--- src/rtl/mux_nx1_stream.sv ---
// N-input registered stream multiplexer with valid/ready handshake on every channel.
// It arbitrates by round-robin, fixed priority or external select, and holds the result in a one-entry output register.
module mux_nx1_stream #(
    parameter  int N    = 4,
    parameter  int W    = 4,
    parameter  int MODE = 0,
    localparam int CW   = (N > 1) ? $clog2(N) : 1
) (
    input  logic            clk,
    input  logic            rst,
    input  logic [N*W-1:0]  in_data,
    input  logic [N-1:0]    in_valid,
    output logic [N-1:0]    in_ready,
    input  logic [CW-1:0]   sel,
    output logic [W-1:0]    out_data,
    output logic            out_valid,
    input  logic            out_ready,
    output logic [CW-1:0]   out_chan
);

    logic [W-1:0]  out_data_q,  out_data_d;
    logic          out_valid_q, out_valid_d;
    logic [CW-1:0] out_chan_q,  out_chan_d;
    logic [CW-1:0] rr_ptr_q,    rr_ptr_d;

    logic          ld;
    logic          found;
    logic [CW-1:0] g_idx;
    logic [N-1:0]  grant;
    logic [W-1:0]  g_data;

    assign ld = ~out_valid_q | out_ready;

    always_comb begin
        found = 1'b0;
        g_idx = '0;
        if (MODE == 0) begin
            // Scan a doubled index range from rr_ptr. The first valid hit always lies in [rr_ptr, rr_ptr+N).
            for (int k = 0; k < 2*N; k++) begin
                if (!found && (k >= int'(rr_ptr_q)) && in_valid[k % N]) begin
                    found = 1'b1;
                    g_idx = CW'(k % N);
                end
            end
        end else if (MODE == 1) begin
            for (int i = 0; i < N; i++) begin
                if (!found && in_valid[i]) begin
                    found = 1'b1;
                    g_idx = CW'(i);
                end
            end
        end else begin
            // A select value of N or above matches no channel, so it grants nothing.
            for (int i = 0; i < N; i++) begin
                if (!found && (sel == CW'(i)) && in_valid[i]) begin
                    found = 1'b1;
                    g_idx = CW'(i);
                end
            end
        end
    end

    always_comb begin
        grant  = '0;
        g_data = '0;
        for (int i = 0; i < N; i++) begin
            if (found && (g_idx == CW'(i))) begin
                grant[i] = 1'b1;
                g_data   = in_data[i*W +: W];
            end
        end
    end

    assign in_ready = grant & {N{ld}};

    always_comb begin
        out_data_d  = out_data_q;
        out_valid_d = out_valid_q;
        out_chan_d  = out_chan_q;
        rr_ptr_d    = rr_ptr_q;
        if (ld) begin
            if (found) begin
                out_data_d  = g_data;
                out_chan_d  = g_idx;
                out_valid_d = 1'b1;
                rr_ptr_d    = (g_idx == CW'(N-1)) ? '0 : g_idx + 1'b1;
            end else begin
                out_valid_d = 1'b0;
            end
        end
    end

    always_ff @(posedge clk or posedge rst) begin
        if (rst) begin
            out_data_q  <= '0;
            out_valid_q <= 1'b0;
            out_chan_q  <= '0;
            rr_ptr_q    <= '0;
        end else begin
            out_data_q  <= out_data_d;
            out_valid_q <= out_valid_d;
            out_chan_q  <= out_chan_d;
            rr_ptr_q    <= rr_ptr_d;
        end
    end

    assign out_data  = out_data_q;
    assign out_valid = out_valid_q;
    assign out_chan  = out_chan_q;

endmodule
--- config.mk ---
export PLATFORM = sky130hd
export DESIGN_NAME = mux_nx1_stream
export DESIGN_NICKNAME = d
export VERILOG_FILES = /design/src/rtl/mux_nx1_stream.sv
export SDC_FILE = /design/constraint.sdc
export NUM_CORES = 1
export LEC_CHECK = 0
export ABC_CLOCK_PERIOD_IN_PS = 1800
export BUFFER_PORTS_ARGS = -buffer_cell sky130_fd_sc_hd__buf_2
export CAP_MARGIN = 15
export CORE_MARGIN = 3
export CORE_UTILIZATION = 40
export DETAILED_ROUTE_END_ITERATION = 12
export HOLD_SLACK_MARGIN = 0.15
export PLACE_DENSITY = 0.74
export REMOVE_ABC_BUFFERS = 1
export SYNTH_ARGS = -nofsm -noshare
export SYNTH_HDL_FRONTEND = slang
export SYNTH_SLANG_ARGS = --single-unit
export TNS_END_PERCENT = 10
--- constraint.sdc ---
create_clock -name clk -period 1.8 [get_ports clk]
set_input_delay 0.09 -clock clk [delete_from_list [all_inputs] [get_ports clk]]
set_output_delay 0.09 -clock clk [all_outputs]
set_load 0.01 [all_outputs]
==> results by group <==
Placed design
  • HPWL Detailed: 1560 µm
  • Gpl congestion: 0.795
  • Placed Cells: 148
  • Pre-CTS WS: 0.0433 ns
  • Port bufs: 33
  • DP Area: 968 µm²

Critical path
  • Setup crit start kind: flop
  • Worst Path Max Fanout: 5
  • Worst Path Arrival: about 1.8 ns
  • Slowest CP cell: dfrtp_2
  • Critical path type: flop to output pin
  • Cell family with most CP delay: compound AO/OA/AOI/OAI gates
  • Critical Path RT: around 1.7 ns
  • Crit. End Element: output pin
  • Crit path buffers/inverters: 2
  • CP max stage delay: between 0.4 and 0.5 ns
  • Crit-path cells: a21o_1, a21oi_2, o22ai_2, inv_1, ha_2, and3_4, buf_6

Timing
  • RSZ-0062 raised after global routing: yes
  • Final setup skew: ~0.0094 ns
  • Setup violators final: 1
  • Post-route clock period utilization: 102%
  • Final setup margin: -0.0421 ns
  • Final hold viol count: 0
  • Post-route minimum period: 1.84 ns
  • Max Clk Rate: 543 MHz
  • Final slew viol count: 0
  • Worst slew margin: approximately 57%
  • Worst slew pin tran: 0.645 ns

Power and ir drop
  • Pleak: 0.538 nW
  • Internal: roughly 730 µW
  • Clock power share: 12.6%
  • VDD IR-drop max: 0.000539 V
  • Reg power frac: 26.6%
  • Net Sw Frac: 40.0%
  • Comb power frac: ~61%
  • PD cells: about 1100 mW/mm²
  • Psw: 489 µW

GRT
  • Grt met1 use: 23.8%
  • Vias in the first global route: 819
  • GR peak layer: met2
  • Met2 global-route usage: 31.9%
  • Largest net degree at the start of global routing: 16
  • Grt met3 use: about 4.6%
  • Residual overflow from global routing: 0
  • Gr usage total: about 20%
  • Antenna violations before repair: 0
  • First-pass GRT wire length: approximately 3600 µm

Synth
  • Synth area leaders: dfrtp_1 31%, nand2_1 3.6%, o2111ai_1 3.6%, o311ai_0 3.6%, ha_1 3.4%
  • Synth Register Bits: 9
  • Post-synth top area share: 30.6%
  • Synth warn: 0
  • Post-synth top area cell: dfrtp_1
  • Cell Area, Synth: 737 µm²
  • Post-synthesis sequential area ratio: 30.6%
  • Syn Area/Cell: 8.37 µm²
  • Post-synthesis instance total: 88
  • Post-synth cell types: 38

Clock network
  • Clk buf depth: 2
  • H-tree depth: 1
  • Clk_lat worst skew: 0.26 ns
  • Root buffer cell: clkbuf_4
  • TritonCTS clock tree: yes
  • Clk slew on worst S/H paths: 0.06 ns
  • Cts bufs inserted: 3
  • CTS sink count: 9

Layout
  • Commonest non-fill, non-tap cell in the layout: buf_2
  • Final instance area: 0.00114 mm²
  • Final nets: 166
  • Fill cell count: ~140
  • Commonest non-fill, non-tap cells in the layout: 32 x buf_2, 11 x buf_4, 8 x dfrtp_1, 7 x nand2_1, 5 x dlygate4sd3_1
  • Final cell count without fillers: ~160
  • # diodes: 0
  • Share of cells above drive strength 1: 45.7%
  • Layout area overhead: 54.8%
  • Final Util: 70.8%

Detailed routing
  • Wirelength per Cell: 14.6 µm
  • Detail-routed via count per cell: 5.51
  • Final wirelength: 2370 µm
  • Antenna Nets Post-Route: 0
  • Vias: 893
  • 1st-iter DRT viols: 25
  • Drt first pass iters: 4
  • Remaining DRCs: 0

Flow run
  • Max-cap violations: 0

Floorplanning
  • Full die area: between 0.002 and 0.0025 mm²
  • IO Pins: 36
  • Starting density of the core: 45.7%
  • Die width: 48.9 µm
  • Floorplan Core Area: 0.00161 mm²
  • Die Span Y: 48.9 µm
  • Row cnt: 14

Run status
  • Failing checks: setup timing
  • Outcome: finished with violations

Hold path
  • Worst min path class: primary input to flop
-- routing by layer --
| layer | share of wire, % | up-vias |
|---|---|---|
| li1 | - | 445 |
| met1 | 44 | 398 |
| met2 | 47 | 44 |
| met3 | 6.9 | 6 |
| met4 | 1.9 | 0 |
| met5 | 0 | - |
-- final timing paths --
| kind | start | end | slack (ns) | cells after the start |
|---|---|---|---|---|
| worst min register to register | out_chan[0] | out_chan[0] | 0.48 | 2 |
| worst max register to register | rr_ptr_q[1] | out_data[0] | 0.02 | 9 |
| worst max-delay path | rr_ptr_q[1] | in_ready[3] | -0.04 | 7 |
| max in group asynchronous | rst | rr_ptr_q[1] | 1.20 | 3 |
| worst min-delay path | in_data[9] | out_data[1] | 0.18 | 3 |
| min in group asynchronous | rst | out_data[2] | 0.32 | 3 |
-- tightest hold or removal path, stage by stage --
cell,delay [ns]
buf_2,0.08
o311ai_0,0.11
o21ai_1,0.12
-- synthesized netlist by cell type (all sizes together) --
cell and n:
or3 1, o211ai 1, o221ai 1, dfrtp 9, nand2 8, o2111a 1, clkinv 1, nor2b 4
or2b 1, nand3 4, buf 1, o31ai 1, clkbuf 3, o311a 2, o211a 1, o221a 3
a21o 2, or4 1, a22oi 2, a22o 1, o22ai 1, and3 3, o311ai 3, a221oi 1
nor2 4, nand2b 4, ha 2, a21oi 4, o2111ai 3, inv 4, o21ai 8, nor3 2
nor4 1
-- logic make-up (layout without fill, tap and decap cells) --
family / after synthesis / after routing / share of synthesized area [%]
adder cells (fa/ha/maj): 2 / 2 / 3.40
flip-flops: 9 / 9 / 30.6
buffers and inverters: 9 / 59 / 4.75
AND/OR/NAND/NOR: 33 / 33 / 24.5
AO/OA/AOI/OAI: 35 / 35 / 36.8
-- power groups by stage --
stage          clock [mW]  sequential (mW)  combinational [mW]
2_1_floorplan           0            0.360               0.320
3_3_place_gp            0            0.321               0.576
3_5_place_dp            0            0.323               0.583
4_1_cts             0.157            0.326               0.620
5_1_grt             0.173            0.336               0.811
6_report            0.154            0.325               0.743
-- layout make-up --
cell class / count / area (µm²) / share of cell area [%]
clock buffers: 4 / 26.3 / 2.30
repair buffers: 50 / 315 / 27.6
flip-flops and latches: 9 / 226 / 19.8
well taps: 24 / 30.0 / 2.63
inverters: 5 / 18.8 / 1.64
multi-input cells: 70 / 524 / 45.9
-- stage by stage --
stage / TNS (ns) / power (mW) / hold slack [ns]
2_1_floorplan: -0.0356 / 0.680 / -0.0821
3_3_place_gp: 0 / 0.897 / 0.0736
3_5_place_dp: 0 / 0.906 / 0.0726
4_1_cts: 0 / 1.10 / 0.169
5_1_grt: -0.348 / 1.32 / 0.193
6_report: -0.0421 / 1.22 / 0.177
-- state kept, by name (all words and copies together), names as in the netlist --
register and cells:
out_chan 2, out_data 4, rr_ptr_q 2, out_valid 1
-- what timing repair did --
action                                 4_1_cts  5_1_grt
setup endpoints to repair                    2        8
gates resized for setup                      5       10
pin swaps                                    0        5
setup buffers                                2        3
hold buffers                                 5        0
endpoints found under the hold margin       13        0
(Power assumes the default switching activity.)
